**src/rtl/mm_timer_slave.sv**
```systemverilog
// mm_timer_slave: memory-mapped down-counting timer with prescaler,
// one-shot / auto-reload modes and a level interrupt.
module mm_timer_slave #(
  parameter int DATA_WIDTH = 32,
  parameter int PRESCALE   = 50
) (
  input  logic                  clk,
  input  logic                  rst_n,
  input  logic [DATA_WIDTH-1:0] wd,
  input  logic [DATA_WIDTH-1:0] address,
  input  logic                  we,
  input  logic                  re,
  output logic [DATA_WIDTH-1:0] rd,
  output logic                  irq
);

  typedef enum logic {IDLE, RUN} state_t;

  localparam logic [15:0] PSC_MAX = 16'(PRESCALE - 1);

  state_t                state;
  logic                  auto_reload;
  logic                  irq_en;
  logic                  expired;
  logic [DATA_WIDTH-1:0] load;
  logic [DATA_WIDTH-1:0] count;
  logic [15:0]           psc;

  logic wr_ctrl, wr_load, wr_count, wr_stat;
  logic run, tick, zero, expire;
  logic run_nxt, start;
  logic unused_ok;

  assign unused_ok = ^{address[DATA_WIDTH-1:4], address[1:0]};

  assign wr_ctrl  = we && (address[3:2] == 2'd0);
  assign wr_load  = we && (address[3:2] == 2'd1);
  assign wr_count = we && (address[3:2] == 2'd2);
  assign wr_stat  = we && (address[3:2] == 2'd3);

  assign run    = (state == RUN);
  assign tick   = run && (psc == PSC_MAX);
  assign zero   = (count == '0);
  // A COUNT write on the same edge swallows the tick's expiry
  assign expire = tick && zero && !wr_count;

  always_comb begin
    run_nxt = run;
    if (wr_ctrl)
      run_nxt = wd[0];
    else if (expire && !auto_reload)
      run_nxt = 1'b0;
  end

  assign start = !run && run_nxt;

  always_ff @(posedge clk or negedge rst_n) begin
    if (!rst_n) begin
      state       <= IDLE;
      auto_reload <= 1'b0;
      irq_en      <= 1'b0;
      expired     <= 1'b0;
      load        <= '0;
      count       <= '0;
      psc         <= '0;
    end else begin
      state <= run_nxt ? RUN : IDLE;
      if (wr_ctrl) begin
        auto_reload <= wd[1];
        irq_en      <= wd[2];
      end
      if (wr_load)
        load <= wd;
      if (wr_count)
        count <= wd;
      else if (tick) begin
        if (!zero)
          count <= count - DATA_WIDTH'(1);
        else if (auto_reload)
          count <= load;
      end
      // Set beats write-1-to-clear
      if (expire)
        expired <= 1'b1;
      else if (wr_stat && wd[0])
        expired <= 1'b0;
      if (!run_nxt || start || wr_count || tick)
        psc <= '0;
      else
        psc <= psc + 16'd1;
    end
  end

  always_comb begin
    rd = '0;
    if (re) begin
      unique case (address[3:2])
        2'd0:    rd = DATA_WIDTH'({irq_en, auto_reload, run});
        2'd1:    rd = load;
        2'd2:    rd = count;
        default: rd = DATA_WIDTH'(expired);
      endcase
    end
  end

  assign irq = expired && irq_en;

endmodule

```
**config.mk**
```make
export PLATFORM = sky130hd
export DESIGN_NAME = mm_timer_slave
export DESIGN_NICKNAME = d
export VERILOG_FILES = /design/src/rtl/mm_timer_slave.sv
export SDC_FILE = /design/constraint.sdc
export NUM_CORES = 1
export LEC_CHECK = 0
export CAP_MARGIN = 20
export CORE_MARGIN = 5
export CORE_UTILIZATION = 40
export DETAILED_ROUTE_END_ITERATION = 7
export PLACE_DENSITY = 0.75
export SYNTH_ARGS = -nofsm -noshare
export SYNTH_HDL_FRONTEND = slang
export SYNTH_SLANG_ARGS = --single-unit
```
**constraint.sdc**
```tcl
create_clock -name clk -period 2.9 [get_ports clk]
set_input_delay 0.435 -clock clk [delete_from_list [all_inputs] [get_ports clk]]
set_output_delay 0.435 -clock clk [all_outputs]
set_load 0.01 [all_outputs]
```
**Word-level counts from Yosys, hierarchy flattened**

Index checks and enable logic that the tools add are counted.

- Flip-flop bits (word level): 84
- Bits in latches: 0
- RAM bits: 0
- Memories kept: 0
- Output and inout bits: 33
- Bits of input ports: 68
- Bits in read-only memories: 0
- Word-level logic and storage cells: 49

- Add/subtract/negate cells: 2
- Equality and inequality tests: 5
- Shifts and indexed selects: 0
- Divide/modulo/power cells: 0
- Bitwise logic cells: 0
- $lt $le $gt $ge: 0
- Mux-type cells: 12
- Reduce and logical (&&, ||, !) cells: 23
- Multiply operators: 0

Operator list:

| operator | count |
|---|---|
| $mux W32 | 5 |
| $pmux W32 S3 | 1 |
| $logic_not A32 Y1 | 1 |
| $sub A32 B1 Y32 const B | 1 |
| $add A16 B1 Y16 const B | 1 |
| $eq A16 B6 Y1 const B | 1 |
| $mux W16 | 1 |
| $logic_and A1 B1 Y1 | 11 |
| $mux W1 | 5 |
| $eq A2 B2 Y1 const B | 2 |
| $logic_not A1 Y1 | 4 |
| $reduce_bool A2 Y1 | 2 |
| $logic_or A1 B1 Y1 | 3 |
| $ne A3 B3 Y1 const B | 1 |
| $eq A2 B1 Y1 const B | 1 |
| $logic_not A2 Y1 | 1 |
| $reduce_and A2 Y1 | 1 |

**Longest topological paths before layout**

Gate-level depths: netlist of the first run.

- Depth in word-level cells: 12
- Mapped depth: 9
- Gate-level depth less buffers: 8

**Worst setup path after synthesis of the first run**

Ideal clock, no wire load.

- Path kind: register -> register
- From: register count[12]
- To: register count[9]
- Path buffers: 3
- Arrival time: 2.102 ns
- Path slack: 0.672 ns
- Cell stages (with the launch flop): 10
- Setup time: 0.126 ns
- Path through: dfrtp_1 > buf_6 > nor4_4 > nand2b_2 > buf_6 > or4_4 > buf_6 > a21oi_2 > nor4b_1 > a221o_1

- Longest elaborated chain between the ends: 4

RTL lines:

| item | line | text |
|---|---|---|
| start, declared | 26 | `logic [DATA_WIDTH-1:0] count;` |
| start signal, assigned | 75 | `count <= wd;` |
| start signal, assigned | 78 | `count <= count - DATA_WIDTH'(1);` |
| start signal, assigned | 80 | `count <= load;` |
| $logic_not A32 Y1 * | 43 | `assign zero = (count == '0);` |
| $mux W32 | 77 | `if (!zero)` |
| $mux W32 | 76 | `else if (tick) begin` |
| $mux W32 | 74 | `if (wr_count)` |

Every way passes the cells marked *; elsewhere a longest branch is shown, timed or not. The select of a mux whose other input is x is not followed.
A chain may end at the register's enable or synchronous reset.

**Final worst setup path of the first run**

- From: register count[13]
- To: register count[11]

Same word-level chain as after synthesis.

==> results.txt, run 1 <==
Worst-path maximum fanout: 8
Area share of the leading cell type in the synthesized netlist: 39.6%
Setup clock skew after layout: 9.35 ps
Critical path destination: count[11]$_DFFE_PN0P_
Critical Path Start Type: flip-flop
Number of H-tree levels: 3
Worst supply voltage drop on vdd: 264 uV
Flip-flop cell with the highest count after synthesis: dfrtp_1
Xor-xnor portion of the synthesized cell area: 3.80%
Remaining number of nets flagged by the antenna check after routing: 0
Number of buffers created by CTS: 9
Post-CTS setup-driven buffer insertion count: 0
Net count, final: 711
Global-route wire length before repair: 26.0 mm
Longest individual stage delay on the worst path: 650 ps
GRT Util Overall: 20.2%
Placed cell areas: 6300 um2
Path depth of the worst reg2reg path: 7
Total inserted antenna cells: 0
Starting DRT DRC Count: 427
PwrDens: 536 nW/um2
Number of flops mapped to enable cells by yosys: 0
Starting Density: 40.4%
Largest area contributor in the synthesized netlist: dfrtp_1
Worst reg2reg startpoint: count[13]$_DFFE_PN0P_
Largest family of logic cells by synthesized area: simple AND/OR/NAND/NOR gates
Via count of the first global-routing pass: 5023
Hold Fails Final Rpt: 0
Setup total negative slack: 0 ps
Area share of fa/ha/maj cells after synthesis: 0.943%
CTS resizes: 0
Die width: 125 um
Number of hold-repair buffers added at the cts stage: 0
Max-cap check violation count: 0
Time the worst path needs with I/O delays and setup: 2760 ps
Result of the run: finished clean
Synth-to-layout area growth: 25.3%
Total leakage power: 2.51 nW
Sort of element at the end of the critical path: flip-flop
Wire length per cell after detailed routing: 19.2 um
Worst Hold Slack: 49.8 ps
Worst-margin pin slew: 700 ps
Most used cells in the layout excluding fill and tap cells: dfrtp_1, clkdlybuf4s50_1, nor2_1
Setup-failing EPs final: 0
Detailed-route vias per instance: 6.09
Area fraction in compound gates after synthesis: 19.8%
Unrepaired setup endpoints after global routing: no
Worst hold path class: input port to asynchronous set/reset pin
Total number of yosys warnings: 0
Worst path arrival time: 2980 ps
Most frequent standard cell in the layout excluding fill and tap cells: dfrtp_1
Fraction of registers with async set/reset: 100%
Number of different library cells in the post-synthesis netlist: 66
HPWL after detailed placement: 10.5 mm
Routability congestion estimate: 0.905
Sum of routed wire length over all layers: 15.7 mm
Synthesized-area fraction occupied by and/or/nand/nor cells: 22.6%
Maximum number of pins on one net before global-route repair: 85
Number of buffers between clock root and the deepest sink: 2
Proportion of synthesized chip area in sequential cells: 39.6%
Top cells by area in the synthesized netlist: dfrtp_1, mux2_2, a22oi_1, nor2b_1, nor2_1
Launch point of the critical path: count[13]$_DFFE_PN0P_
Die H: 125 um
Number of port buffers: 70
Syn Area/Cell: 9.36 um2
Grt ovf: 0
Count of TritonRoute iterations in the first routing pass: 5
Count of pins over their slew limit: 0
Clock-pin slew on the worst setup and hold paths: 60 ps
Insertion delay to the later sink of the worst-skew pair: 350 ps
Endpoint of the worst-slack reg-to-reg timing path: count[11]$_DFFE_PN0P_
Number of placement rows: 42
Critical path start-end classification: flip-flop to flip-flop
Number of antenna violations at the first check in global routing: 0
Cell with the biggest individual delay on the critical path: or4_4
Post-synthesis instance total: 567
Number of top-level pins: 101
Maximum achievable frequency: 0.362 GHz
Die outline area: 15700 um2
Number of nets produced by synthesis: 639
Required time of the critical path: 3120 ps
Clock tree from TritonCTS: done
Area of the core: 13100 um2
Layout Cell Area excl Fill: 6650 um2
Via count: 4996
Number of design rule violations left after detail routing: 0
Series of cell instances along the critical path: nor4_4 -> nand2b_2 -> or4_4 -> o21ai_0 -> buf_4 -> a32o_1 -> a21oi_1
Root cell of the clock tree: clkbuf_16
Multiplexer share of the synthesized area: 8.37%
Number of register bits inferred by synthesis: 84
Area of the mapped netlist: 5310 um2
Rel. slew slack: 53.0%
FILL cells: 1224
Fraction of layout instances using a drive strength above 1: 16.9%
Register-to-Register Setup Slack: 140 ps
Final period utilization: 95.1%
Total clock sinks: 84
worst max-delay path, delay by kind of cell, from the launching register on:
kind | cells | cell delay [ps]
AO/OA/AOI/OAI | 3 | 650
buffers and inverters | 1 | 210
flip-flops | 1 | 490
AND/OR/NAND/NOR | 3 | 1280
cell families (layout without fill, tap and decap cells):
group           after synthesis  count (layout)
mux                          39              39
buf+inv                      52             129
compound gates              154             154
fa+ha+maj                     4               4
simple gates                211             211
flops                        84              84
xor+xnor                     23              23
worst min path at each step:
stage                              startpoint                 endpoint  slack (ps)
after floorplan                         rst_n  auto_reload$_DFFE_PN0P_         140
after global placement    expired$_DFFE_PN0P_      expired$_DFFE_PN0P_         480
after detailed placement   irq_en$_DFFE_PN0P_       irq_en$_DFFE_PN0P_         490
after CTS                               rst_n      load[9]$_DFFE_PN0P_         340
after global routing                    rst_n     count[0]$_DFFE_PN0P_          90
final                                   rst_n      load[3]$_DFFE_PN0P_          50
per-stage QoR:
| step | std cells | power, mW | worst slack [ps] | utilization, % |
|---|---|---|---|---|
| 3_3_place_gp | 803 | 2.30 | 133 | 47.9 |
| 2_1_floorplan | 567 | 2.02 | 672 | - |
| 6_report | 820 | 3.56 | 141 | 50.6 |
| 3_5_place_dp | 803 | 2.34 | 132 | 47.9 |
| 4_1_cts | 819 | 3.57 | 103 | 50.4 |
| 5_1_grt | 820 | 3.74 | 117 | 50.6 |
cell usage after synthesis (all sizes together) (3+ instances only):
cell,count
dfrtp,84
nor2,47
nand2,40
a22oi,37
mux2,33
nor2b,31
a21oi,27
o21ai,26
clkbuf,23
buf,21
nor3,21
a31oi,17
nand4,16
nand3,13
xor2,13
nor4,11
xnor2,10
and2,7
inv,7
and3,5
mux2i,5
a211oi,4
a32oi,4
ha,4
nor4b,4
o211ai,4
o22a,4
o22ai,4
or3,4
or4,4
a221o,3
o2bb2ai,3
o31ai,3
o32ai,3
routing by layer:
metal / vias to the layer above / share of wire (%) / global-route usage [%]
li1: 2264 / - / -
met1: 2435 / 42 / 27.1
met2: 249 / 48 / 33.2
met3: 48 / 7.0 / 3.28
met4: 0 / 2.6 / 7.21
met5: - / 0 / 0
final cells by class:
class	count	area, um2	area share (%)
Clock buffer	13	280	4.22
Sequential cell	84	2100	31.6
Timing Repair Buffer	105	1020	15.4
Inverter	8	30.0	0.452
Multi-Input combinational cell	431	2950	44.4
Tap cell	176	220	3.31
Clock inverter	3	42.5	0.640
report_power, final:
| part | switching [mW] | total (mW) | internal (mW) |
|---|---|---|---|
| logic | 0.372 | 0.772 | 0.401 |
| clock network | 0.466 | 1.23 | 0.760 |
| registers | 0.219 | 1.56 | 1.34 |
sequential cells by signal, summed over array words and instances, names as in the netlist:
name / flops
count: 32
psc: 16
irq_en: 1
run: 1
expired: 1
load: 32
auto_reload: 1
(Power assumes the default switching activity.)
==> run 2: changes to the inputs <==
CAP_MARGIN = unset   (was 20)
==> results.txt, run 2 (synthesized netlist as in run 1, its figures left out) <==
Number of design rule violations left after detail routing: 0
Post-layout utilization of the core: 50.4%
Path depth of the worst reg2reg path: 7
Maximum number of pins on one net before global-route repair: 85
Total clock sinks: 84
Die outline area: 15700 um2
Hold Fails Final Rpt: 0
Fraction of layout instances using a drive strength above 1: 16.8%
FILL cells: 1226
HPWL after detailed placement: 10.5 mm
PwrDens: 538 nW/um2
Final period utilization: 95.3%
Root cell of the clock tree: clkbuf_16
Sort of element at the end of the critical path: flip-flop
Launch point of the critical path: count[13]$_DFFE_PN0P_
Remaining number of nets flagged by the antenna check after routing: 0
Worst-margin pin slew: 1090 ps
Most frequent standard cell in the layout excluding fill and tap cells: dfrtp_1
Detailed-route vias per instance: 6.08
Longest individual stage delay on the worst path: 660 ps
Number of buffers between clock root and the deepest sink: 2
Routability congestion estimate: 0.905
Die H: 125 um
Setup clock skew after layout: 8.94 ps
Die width: 125 um
Endpoint of the worst-slack reg-to-reg timing path: count[17]$_DFFE_PN0P_
Maximum achievable frequency: 0.362 GHz
Number of H-tree levels: 3
Total leakage power: 2.50 nW
Number of port buffers: 70
Count of pins over their slew limit: 0
Starting DRT DRC Count: 432
Sum of routed wire length over all layers: 15.7 mm
Required time of the critical path: 3120 ps
Area of the core: 13100 um2
Max-cap check violation count: 0
Worst reg2reg startpoint: count[13]$_DFFE_PN0P_
Register-to-Register Setup Slack: 140 ps
Global-route wire length before repair: 26.0 mm
Net count, final: 710
Most used cells in the layout excluding fill and tap cells: dfrtp_1, clkdlybuf4s50_1, nor2_1
Worst hold path class: input port to asynchronous set/reset pin
Synth-to-layout area growth: 24.8%
Starting Density: 40.4%
GRT Util Overall: 20.2%
Setup total negative slack: 0 ps
Unrepaired setup endpoints after global routing: no
Number of antenna violations at the first check in global routing: 0
Total inserted antenna cells: 0
Cell with the biggest individual delay on the critical path: or4_4
Number of top-level pins: 101
Insertion delay to the later sink of the worst-skew pair: 350 ps
Via count: 4978
CTS resizes: 0
Rel. slew slack: 27.3%
Number of hold-repair buffers added at the cts stage: 0
Post-CTS setup-driven buffer insertion count: 0
Result of the run: finished clean
Count of TritonRoute iterations in the first routing pass: 6
Time the worst path needs with I/O delays and setup: 2760 ps
Critical path start-end classification: flip-flop to flip-flop
Worst-path maximum fanout: 8
Worst path arrival time: 2990 ps
Registers with the most flip-flops: count: 32 flops, load: 32 flops, psc: 16 flops
Clock-pin slew on the worst setup and hold paths: 60 ps
Critical Path Start Type: flip-flop
Number of buffers created by CTS: 9
Grt ovf: 0
Worst supply voltage drop on vdd: 266 uV
Number of placement rows: 42
Wire length per cell after detailed routing: 19.2 um
Series of cell instances along the critical path: nor4_4 -> nand2b_2 -> or4_4 -> o21ai_0 -> buf_4 -> a32oi_1 -> o41a_1
Clock tree from TritonCTS: done
Via count of the first global-routing pass: 5023
Setup-failing EPs final: 0
-- run 2: cell types whose count changed in the layout (fill, tap and decap cells not counted) --
cell    change
buf_16      -1
-- run 2: how the worst max path moves through the flow --
stage | to | slack, ps | depth (start not counted)
final | count[17]$_DFFE_PN0P_ | 140 | 7
after CTS | rd[1] | 100 | 7
after global placement | rd[2] | 130 | 7
after global routing | count[17]$_DFFE_PN0P_ | 120 | 7
after detailed placement | rd[1] | 130 | 7
after floorplan | count[9]$_DFFE_PN0P_ | 670 | 9
-- run 2: through the flow --
stage | instances | instance area, um2 | worst slack [ps] | total power, mW | hold slack (ps)
floorplan | 567 | 5310 | 672 | 2.02 | 139
global placement | 803 | 6300 | 133 | 2.30 | 479
detailed placement | 803 | 6300 | 132 | 2.34 | 485
CTS | 819 | 6620 | 103 | 3.57 | 341
global route | 819 | 6620 | 117 | 3.73 | 419
finish | 819 | 6620 | 136 | 3.56 | 298
-- run 2: critical path: cells and delay by family, from the launching register on --
kind	cells	cell delay [ps]
AND/OR/NAND/NOR	3	1280
buffers and inverters	1	210
flip-flops	1	490
AO/OA/AOI/OAI	3	660
-- run 2: cell type report --
cell class | count | area [um2] | share of cell area (%)
Tap cell | 176 | 220 | 3.33
Clock buffer | 13 | 280 | 4.23
Inverter | 8 | 30.0 | 0.454
Sequential cell | 84 | 2100 | 31.7
Clock inverter | 3 | 42.5 | 0.642
Multi-Input combinational cell | 431 | 2950 | 44.6
Timing Repair Buffer | 104 | 993 | 15.0
-- run 2: where the power goes --
group | switching (mW) | internal [mW] | leakage [nW]
combinational | 0.371 | 0.396 | 1.31
clock | 0.472 | 0.760 | 0.158
sequential | 0.220 | 1.34 | 1.03
total | 1.06 | 2.50 | 2.50
-- run 2: metal layers --
metal	global-route usage, %	wire length (um)	up-vias
li1	-	-	2263
met1	27.1	6790	2440
met2	33.2	7550	238
met3	3.28	1020	37
met4	7.21	368	0
met5	0	0	-
